==> src/rtl/z80_pin_mux_if.sv <==
// Core-side bus of the Z80 pin multiplexer: address/data/control from the
// core, read data, synchronised control inputs and clock-enable back to it.
// master = Z80 core, slave = pin multiplexer.
interface z80_pin_mux_if;
    logic [15:0] cpu_addr;    // core address bus
    logic [7:0]  cpu_dout;    // core write data
    logic [7:0]  cpu_ctrl_n;  // {busak_n, halt_n, rfsh_n, wr_n, rd_n, iorq_n, mreq_n, m1_n}
    logic [7:0]  cpu_din;     // read data to the core
    logic [3:0]  cpu_in_n;    // registered {busrq_n, nmi_n, int_n, wait_n}
    logic        cpu_cen;     // one-cycle core clock-enable strobe

    modport master (
        output cpu_addr, cpu_dout, cpu_ctrl_n,
        input  cpu_din, cpu_in_n, cpu_cen
    );

    modport slave (
        input  cpu_addr, cpu_dout, cpu_ctrl_n,
        output cpu_din, cpu_in_n, cpu_cen
    );
endinterface

==> src/rtl/z80_pin_mux.sv <==
// Time-multiplexes a Z80 core bus onto 8 dedicated + 8 bidirectional pins,
// one bus frame every PHASES (2 or 4) clocks; core advances once per frame.
// Latency: pins are combinational from phase; inputs registered one cycle.
// Backpressure: wait_n low in the last phase suppresses cpu_cen and repeats the frame.
// Ports: clk, rst_n (sync, active low), ena (design selected), ui_in (control
// inputs), uio_in (read data), uo_out/uio_out/uio_oe (pins), cpu (core bus).
module z80_pin_mux #(
    parameter int PHASES = 4    // supported values: 2 and 4
) (
    input  logic         clk,
    input  logic         rst_n,
    input  logic         ena,
    input  logic [7:0]   ui_in,
    input  logic [7:0]   uio_in,
    output logic [7:0]   uo_out,
    output logic [7:0]   uio_out,
    output logic [7:0]   uio_oe,
    z80_pin_mux_if.slave cpu
);

    localparam logic [1:0] LAST = 2'(PHASES - 1);

    logic [1:0] phase_q;
    logic [3:0] in_q;
    logic [7:0] din_q;
    logic       rd_n;
    logic       wr_n;
    logic       cen;

    assign rd_n = cpu.cpu_ctrl_n[3];
    assign wr_n = cpu.cpu_ctrl_n[4];

    // Core steps only at the end of a frame and only when the bus is not held
    // by wait_n; rst_n gating keeps the strobe quiet throughout reset.
    assign cen = rst_n & ena & (phase_q == LAST) & in_q[0];

    assign cpu.cpu_cen  = cen;
    assign cpu.cpu_in_n = in_q;
    // The core samples the pins directly on its enable edge.
    assign cpu.cpu_din  = uio_in;

    always_ff @(posedge clk) begin
        if (!rst_n) begin
            phase_q <= 2'd0;
            in_q    <= 4'hF;
            din_q   <= 8'h00;
        end else begin
            in_q <= ui_in[3:0];
            if (ena) begin
                phase_q <= (phase_q == LAST) ? 2'd0 : phase_q + 2'd1;
            end
            // Captured copy of read data, shown on the pins in the next frame.
            if (cen && !rd_n) begin
                din_q <= uio_in;
            end
        end
    end

    generate
        if (PHASES == 2) begin : g_two_phase
            // p0: addr lo + control on uio; p1: addr hi + write data on uio.
            always_comb begin
                uo_out  = 8'h00;
                uio_out = 8'h00;
                uio_oe  = 8'h00;
                if (rst_n && ena) begin
                    if (phase_q == 2'd0) begin
                        uo_out  = cpu.cpu_addr[7:0];
                        uio_out = cpu.cpu_ctrl_n;
                        uio_oe  = 8'hFF;
                    end else begin
                        uo_out = cpu.cpu_addr[15:8];
                        if (!wr_n) begin
                            uio_out = cpu.cpu_dout;
                            uio_oe  = 8'hFF;
                        end
                    end
                end
            end
        end else begin : g_four_phase
            // p0..p2: addr lo, addr hi, control; write data held on uio.
            // p3: last read data on uo, uio released so the bus can drive it.
            always_comb begin
                uo_out  = 8'h00;
                uio_out = 8'h00;
                uio_oe  = 8'h00;
                if (rst_n && ena) begin
                    case (phase_q)
                        2'd0:    uo_out = cpu.cpu_addr[7:0];
                        2'd1:    uo_out = cpu.cpu_addr[15:8];
                        2'd2:    uo_out = cpu.cpu_ctrl_n;
                        default: uo_out = din_q;
                    endcase
                    // Write wins over a simultaneous read for the uio drive.
                    if (phase_q != 2'd3 && !wr_n) begin
                        uio_out = cpu.cpu_dout;
                        uio_oe  = 8'hFF;
                    end
                end
            end
        end
    endgenerate

    // Reserved input pins.
    logic unused_ok;
    assign unused_ok = &{1'b0, ui_in[7:4]};

endmodule

==> src/flat_wrapper.sv <==
// flat-port wrapper written by rule: the top's interface ports become plain ports
module z80_pin_mux_flat 
#(
    parameter int PHASES = 4                                
)
  (clk, rst_n, ena, ui_in, uio_in, uo_out, uio_out, uio_oe, cpu_cpu_addr, cpu_cpu_dout, cpu_cpu_ctrl_n, cpu_cpu_din, cpu_cpu_in_n, cpu_cpu_cen);
  z80_pin_mux_if cpu_i ();
  input  logic clk;
  input  logic rst_n;
  input  logic ena;
  input  logic [7:0] ui_in;
  input  logic [7:0] uio_in;
  output logic [7:0] uo_out;
  output logic [7:0] uio_out;
  output logic [7:0] uio_oe;
  input wire logic [$bits(cpu_i.cpu_addr)-1:0] cpu_cpu_addr;
  input wire logic [$bits(cpu_i.cpu_dout)-1:0] cpu_cpu_dout;
  input wire logic [$bits(cpu_i.cpu_ctrl_n)-1:0] cpu_cpu_ctrl_n;
  output wire logic [$bits(cpu_i.cpu_din)-1:0] cpu_cpu_din;
  output wire logic [$bits(cpu_i.cpu_in_n)-1:0] cpu_cpu_in_n;
  output wire logic [$bits(cpu_i.cpu_cen)-1:0] cpu_cpu_cen;
  assign cpu_i.cpu_addr = cpu_cpu_addr;
  assign cpu_i.cpu_dout = cpu_cpu_dout;
  assign cpu_i.cpu_ctrl_n = cpu_cpu_ctrl_n;
  assign cpu_cpu_din = cpu_i.cpu_din;
  assign cpu_cpu_in_n = cpu_i.cpu_in_n;
  assign cpu_cpu_cen = cpu_i.cpu_cen;
  z80_pin_mux #(.PHASES(PHASES)) u_core (.clk(clk), .rst_n(rst_n), .ena(ena), .ui_in(ui_in), .uio_in(uio_in), .uo_out(uo_out), .uio_out(uio_out), .uio_oe(uio_oe), .cpu(cpu_i));
endmodule
==> config.mk <==
export PLATFORM = sky130hd
export DESIGN_NAME = z80_pin_mux_flat
export DESIGN_NICKNAME = d
export VERILOG_FILES = /design/src/rtl/z80_pin_mux_if.sv /design/src/rtl/z80_pin_mux.sv /design/src/flat_wrapper.sv
export SDC_FILE = /design/constraint.sdc
export NUM_CORES = 1
export LEC_CHECK = 0
export ABC_AREA = 1
export BUFFER_PORTS_ARGS = -buffer_cell sky130_fd_sc_hd__buf_2
export CORE_MARGIN = 3
export CORE_UTILIZATION = 35
export DETAILED_ROUTE_END_ITERATION = 10
export PLACE_DENSITY = 0.76
export SYNTH_ARGS = -nofsm -noshare
export SYNTH_HDL_FRONTEND = slang
export SYNTH_SLANG_ARGS = --single-unit
==> constraint.sdc <==
create_clock -name clk -period 1.4 [get_ports clk]
set_input_delay 0.14 -clock clk [delete_from_list [all_inputs] [get_ports clk]]
set_output_delay 0.14 -clock clk [all_outputs]
set_load 0.1 [all_outputs]
==> run summary, run 1 <==
Cell area power density = 698 nW/um^2
Endpoints failing setup = 33
Crit end category = primary output
Largest net degree at the start of global routing = 17
Async SR Flop Fraction = 0%
Crit Path Class = reg -> out
Boundary Pins = 88
Slew @ Worst Pin = 477 ps
Failing checks = setup timing
Post-Syn Area = 1080 sq um
Hold Crit Start = ui_in[0]
Seq/Total Area, Yosys = 25.9%
Fmax = 581 MHz
Routability Congestion = 0.769
Initial core utilization = 38.0%
Antenna violations before repair = 0
Avg Vias per Cell = 5.11
P&R area growth vs syn = 123%
DRT antenna net count = 0
Worst Setup SP = u_core.phase_q[0]
Final Power = 0.00169 W
Setup ws final = -320 ps
Final Hold Violating Endpoints = 0
Via Count = 1394
Synth Flop Type = dfxtp_1
Die Ht = 61.6 um
Final hold slack = 39.6 ps
Clock skew = 1.85 ps
Syn_area_per_cell = 6.86 sq um
Fin cells = 273
CTS buffer count = 3
RSZ-0062 raised after global routing = yes
Normalized max-slew margin = 68.2%
Worst ir drop on vdd = 0.614 mV
Htree depth = 1
CTS tree = built
R2R Path Start = u_core.phase_q[0]
First-pass GRT wire length = 5730 um
Post-DP HPWL = 2730 um
Post-placement cell count = 263
Worst-path clk slew = 90 ps
Mapped Nets = 213
Slew Limit Fails = 0
Flops & latches, synth = 14
DR pass1 iterations = 4
CP max FO = 8
Grt ovf = 0
# diodes = 0
Top-area cell type share of the netlist area = 25.9%
Period utilisation layout = 123%
Max-cap violations = 0
Post-synth EDFFs = 0
Arrival time of the worst setup path = 1580 ps
Root Driver = clkbuf_4
Die ar. = 3800 sq um
Final net count = 298
Clock Path Buffers = 2
TritonCTS Sinks = 14
Vias in the first global route = 1293
Yosys cell types = 21
Worst-Skew Late Latency = 280 ps
Top-count cell post-synth = nand2_1
DRT Wirelength = 4640 um
Total track usage = 20.3%
Synth top cells by count = nand2_1 (34), buf_4 (15), dfxtp_1 (14), inv_1 (14), a21oi_1 (10)
Leakage = 1.03 nW
Avg WL per Cell = 17.0 um
Hold Crit Class = in -> reg
Status = complete, but fails checks
Port buffer count = 83
Largest cells by area after synthesis = dfxtp_1 (26%), nand2_1 (12%), buf_4 (10%), a21oi_2 (6.5%), nor2_2 (5.2%)
Layout cells sized above 1 = 74.0%
CORE AREA = 2850 sq um
Yosys warns = 0
Chip width = 61.6 um
Mapped Cells = 158
Final min period = 1720 ps
Core Util, Final = 84.7%
Setup crit start kind = register
Final setup TNS = -8050 ps
Area leader, netlist = dfxtp_1
Rows = 19
Worst Path Required = 1260 ps
Initial DRC Count = 98
DRC viols = 0
## flip-flops by register name, summed over array words and instances, names as in the netlist
signal	flops
u_core.cpu.cpu_in_n	4
u_core.phase_q	2
u_core.din_q	8
## path summary, 6_finish.rpt
check | slack (ps) | endpoint | cells after the start
worst min-delay path | 40 | u_core.cpu.cpu_in_n[0] | 2
worst max register to register | -140 | u_core.din_q[5] | 9
worst max-delay path | -320 | uio_out[1] | 6
worst min register to register | 530 | u_core.din_q[2] | 2
## cells by family (layout without fill, tap and decap cells)
logic type | Yosys count | count (layout) | share of synthesized area, %
AOI/OAI and AO/OA | 36 | 36 | 20.3
buffers and inverters | 38 | 122 | 19.7
DFF | 14 | 14 | 25.9
and+or+nand+nor | 66 | 66 | 29.4
adders and majority gates | 4 | 4 | 4.62
## cells in the final DEF (no fill, tap or decap), drive strengths merged
cell type,n
dfxtp,14
or2,4
nand2,35
nor2,19
o21ai,10
buf,100
inv,15
clkinvlp,2
nand3,8
clkbuf,5
a21oi,18
ha,4
a31oi,8
## worst max-delay path, stage by stage (launching register included)
cell,delay (ps)
dfxtp_4,380
ha_4,200
nor2_4,170
buf_12,170
nand2_4,60
nor2_4,130
buf_12,180
## metrics by stage
step	cell area (sq um)	worst slack [ps]
4_1_cts	2250	-240
3_5_place_dp	2030	-92.8
5_1_grt	2420	-380
6_report	2420	-320
3_3_place_gp	2030	-51.0
2_1_floorplan	1350	-496
## report_power, final
part	switching [W]	total, W	internal, W	leakage, nW
Combinational	0.000649	0.000969	0.000320	0.897
Clock	0.000136	0.000294	0.000158	0.0210
Sequential	0.0000146	0.000425	0.000410	0.116
## repair_timing
item                                    CTS  global route
endpoints found under the setup margin   25            33
gates cloned                              1             1
pin swaps                                 1             9
resized for setup                        42            29
hold buffers                              0             0
setup buffers                             7             2
## per-layer routing
layer	vias up	global-route usage (%)	routed length (um)
li1	662	-	-
met1	639	22.8	1630
met2	81	38.1	2600
met3	12	2.52	290
met4	0	7.88	119
met5	-	0	0
## cell type report
cell class | instances | area, sq um
Fill cell | 151 | 435
Timing Repair Buffer | 101 | 996
Multi-Input combinational cell | 106 | 981
Clock buffer | 4 | 36.3
Tap cell | 31 | 38.8
Sequential cell | 14 | 292
Timing Repair inverter | 1 | 7.51
Inverter | 16 | 66.3
(Power assumes the default switching activity.)
==> run 2, diff against run 1 <==
Settings changed: BUFFER_PORTS_ARGS -buffer_cell sky130_fd_sc_hd__buf_2 to unset, CORE_UTILIZATION 35 to 55, DONT_BUFFER_PORTS set to 1, PLACE_DENSITY 0.76 to 0.73.
==> run 2 against run 1 <==
  * The flow now stops in clock tree synthesis
  * Synthesized area stayed put
  * Synthesized cell count stayed put
==> run summary, run 2 <==
Status = stopped before the end (was complete, but fails checks)
Fail Step = clock tree synthesis
First Err = [ERROR DPL-0033] detailed placement checks failed during check placement.
Mapped Nets = 213 (unchanged)
Boundary Pins = 88 (unchanged)
Top-count cell post-synth = nand2_1 (unchanged)
CTS buffer count = 3 (unchanged)
Synth Flop Type = dfxtp_1 (unchanged)
Rows = 15 (was 19)
Flops & latches, synth = 14 (unchanged)
Root Driver = clkbuf_4 (unchanged)
Post-synth EDFFs = 0 (unchanged)
Seq/Total Area, Yosys = 25.9% (unchanged)
Post-cts gate resize count = 23 (was 42)
TritonCTS Sinks = 14 (unchanged)
Port buffer count = 0 (was 83)
Syn_area_per_cell = 6.86 sq um (unchanged)
Post-CTS Setup Inserts = 3 (was 7)
Chip width = 50.4 um (was 61.6 um)
Top-area cell type share of the netlist area = 25.9% (unchanged)
Routability Congestion = 0.766 (was 0.769)
Largest cells by area after synthesis = dfxtp_1 (26%), nand2_1 (12%), buf_4 (10%), a21oi_2 (6.5%), nor2_2 (5.2%) (unchanged)
Mapped Cells = 158 (unchanged)
Yosys cell types = 21 (unchanged)
Clock Path Buffers = 2 (unchanged)
Area leader, netlist = dfxtp_1 (unchanged)
Die Ht = 50.4 um (was 61.6 um)
CTS Hold Bufs = 5 (was 0)
Async SR Flop Fraction = 0% (unchanged)
DP Worst Slack = -133 ps (was -92.8 ps)
Post-Syn Area = 1080 sq um (unchanged)
Initial core utilization = 60.1% (was 38.0%)
Post-DP HPWL = 2690 um (was 2730 um)
Htree depth = 1 (unchanged)
Yosys warns = 0 (unchanged)
Synth top cells by count = nand2_1 (34), buf_4 (15), dfxtp_1 (14), inv_1 (14), a21oi_1 (10) (unchanged)
[run 2: cell counts after synthesis]
No cell type changed its count.
[run 2: cells by family after synthesis]
family                     count (synthesis)  synth area share, %
AOI/OAI and AO/OA                         36                 20.3
buffers and inverters                     38                 19.7
and+or+nand+nor                           66                 29.4
adders and majority gates                  4                 4.62
DFF                                       14                 25.9
[run 2: stage by stage]
step,instances,utilization (%),area (sq um)
floorplan,158,-,1350
global placement,190,89.2,1610
detailed placement,190,89.2,1610
==> run 3, diff against run 2 <==
Settings changed: CORE_AREA set to 3 3 64 66, CORE_MARGIN 3 to unset, CORE_UTILIZATION 55 to unset, DIE_AREA set to 0 0 67 69, PLACE_DENSITY 0.73 to unset, PLACE_DENSITY_LB_ADDON set to 0.15.
Clock period 1.4 ns to 1.8 ns, I/O delays scaled along.
==> run 3 against run 2 <==
  * The flow now finishes without violations
==> run summary, run 3 (synthesis results as in run 1) <==
Worst-Skew Late Latency = 240 ps
CTS Hold Bufs = 0 (was 5)
Commonest non-fill, non-tap cell in the layout = nand2_1
Chip width = 67 um (was 50.4 um)
Antenna violations before repair = 0
CTS buffer count = 3 (unchanged)
Worst Path Required = 1620 ps
First-pass GRT wire length = 4400 um
Avg Vias per Cell = 4.69
Footprint of the multi-input gates = 805 sq um
Setup ws final = 74.1 ps
CP max FO = 5
CTS tree = built
Max reg flops = 8
Status = completed (was stopped before the end)
Crit end category = primary output
Avg WL per Cell = 13.3 um
Rows = 22 (was 15)
Root Driver = clkbuf_8 (was clkbuf_4)
Setup crit start kind = register
Hold path depth = 1
Largest net degree at the start of global routing = 18
Port buffer count = 0 (unchanged)
Slew @ Worst Pin = 617 ps
RSZ-0062 raised after global routing = no
Die ar. = 4620 sq um
Grt ovf = 0
# diodes = 0
Boundary Pins = 88 (unchanged)
CORE AREA = 3630 sq um
Vias in the first global route = 944
Endpoints failing setup = 0
Worst ir drop on vdd = 0.448 mV
TritonCTS Sinks = 14 (unchanged)
Most frequent cells in the layout = nand2_1 (33), buf_12 (17), inv_1 (13)
DRC viols = 0
Layout cells sized above 1 = 49.7%
Fmax = 579 MHz
Max-cap violations = 0
P&R area growth vs syn = 57.0%
Cell area power density = 632 nW/um^2
Arrival time of the worst setup path = 1550 ps
Period utilisation layout = 95.9%
Area after DPL = 1620 sq um (was 1610 sq um)
Post-DP HPWL = 2410 um (was 2690 um)
Post-placement cell count = 208 (was 190)
Reg with most FFs = u_core.din_q
Slew Limit Fails = 0
Via Count = 1000
Final Power = 0.00108 W
Final Hold Violating Endpoints = 0
DRT antenna net count = 0
Clock skew = 2.09 ps
Final min period = 1730 ps
Htree depth = 1 (unchanged)
Hold Crit Class = in -> reg
Fin cells = 213
Leakage = 0.628 nW
Normalized max-slew margin = 58.8%
DR pass1 iterations = 2
Final net count = 222
Fill cells = 380
Clock Path Buffers = 2 (unchanged)
Register area = 284 sq um
Post-route cell area = 1700 sq um
R2R depth = 6
DP Worst Slack = 271 ps (was -133 ps)
DRT Wirelength = 2820 um
Initial DRC Count = 11
Crit Path Class = reg -> out
Routability Congestion = 0.689 (was 0.766)
Die Ht = 69 um (was 50.4 um)
Final hold slack = 43.4 ps
Initial core utilization = 29.8% (was 60.1%)
Total track usage = 11.6%
Worst-path clk slew = 60 ps
==> run 3: routing by layer <==
metal / share of wire, % / global-route usage [%]
met5: 0 / 0
met4: 0 / 2.03
met3: 11 / 3.26
met2: 44 / 18.3
met1: 45 / 15.6
==> run 3: timing repair <==
item	4_1_cts	5_1_grt
resized for setup	0	6
setup buffers	0	2
setup endpoints to repair	0	13
==> run 3: final timing paths <==
check | start | endpoint | slack (ps)
worst max-delay path | u_core.phase_q[0] | uio_oe[6] | 70
worst min-delay path | ui_in[3] | u_core.cpu.cpu_in_n[3] | 40
worst max register to register | u_core.phase_q[0] | u_core.din_q[0] | 470
worst min register to register | u_core.din_q[0] | u_core.din_q[0] | 490
==> run 3: through the flow <==
step,utilization [%],TNS [ps]
2_1_floorplan,-,-519
3_3_place_gp,44.7,0
3_5_place_dp,44.7,0
4_1_cts,45.8,0
5_1_grt,46.8,0
6_report,46.8,0
==> run 3: layout make-up <==
class / count / area share, %
tap: 48 / 3.53
inverter: 16 / 3.75
timing repair buffer: 26 / 26.3
clock buffer: 3 / 2.43
sequential: 14 / 16.7
multi-input combinational: 106 / 47.3
==> run 3: worst max-delay path: stages, from the launching register on <==
cell,delay (ps)
dfxtp_2,340
ha_4,190
nor2_4,110
nand2_2,60
clkinvlp_4,140
buf_16,450
==> run 3: where the power goes <==
group / switching [W] / internal [W]
logic: 0.000353 / 0.000144
registers: 0.00000821 / 0.000321
clock network: 0.000101 / 0.000148
total: 0.000462 / 0.000613
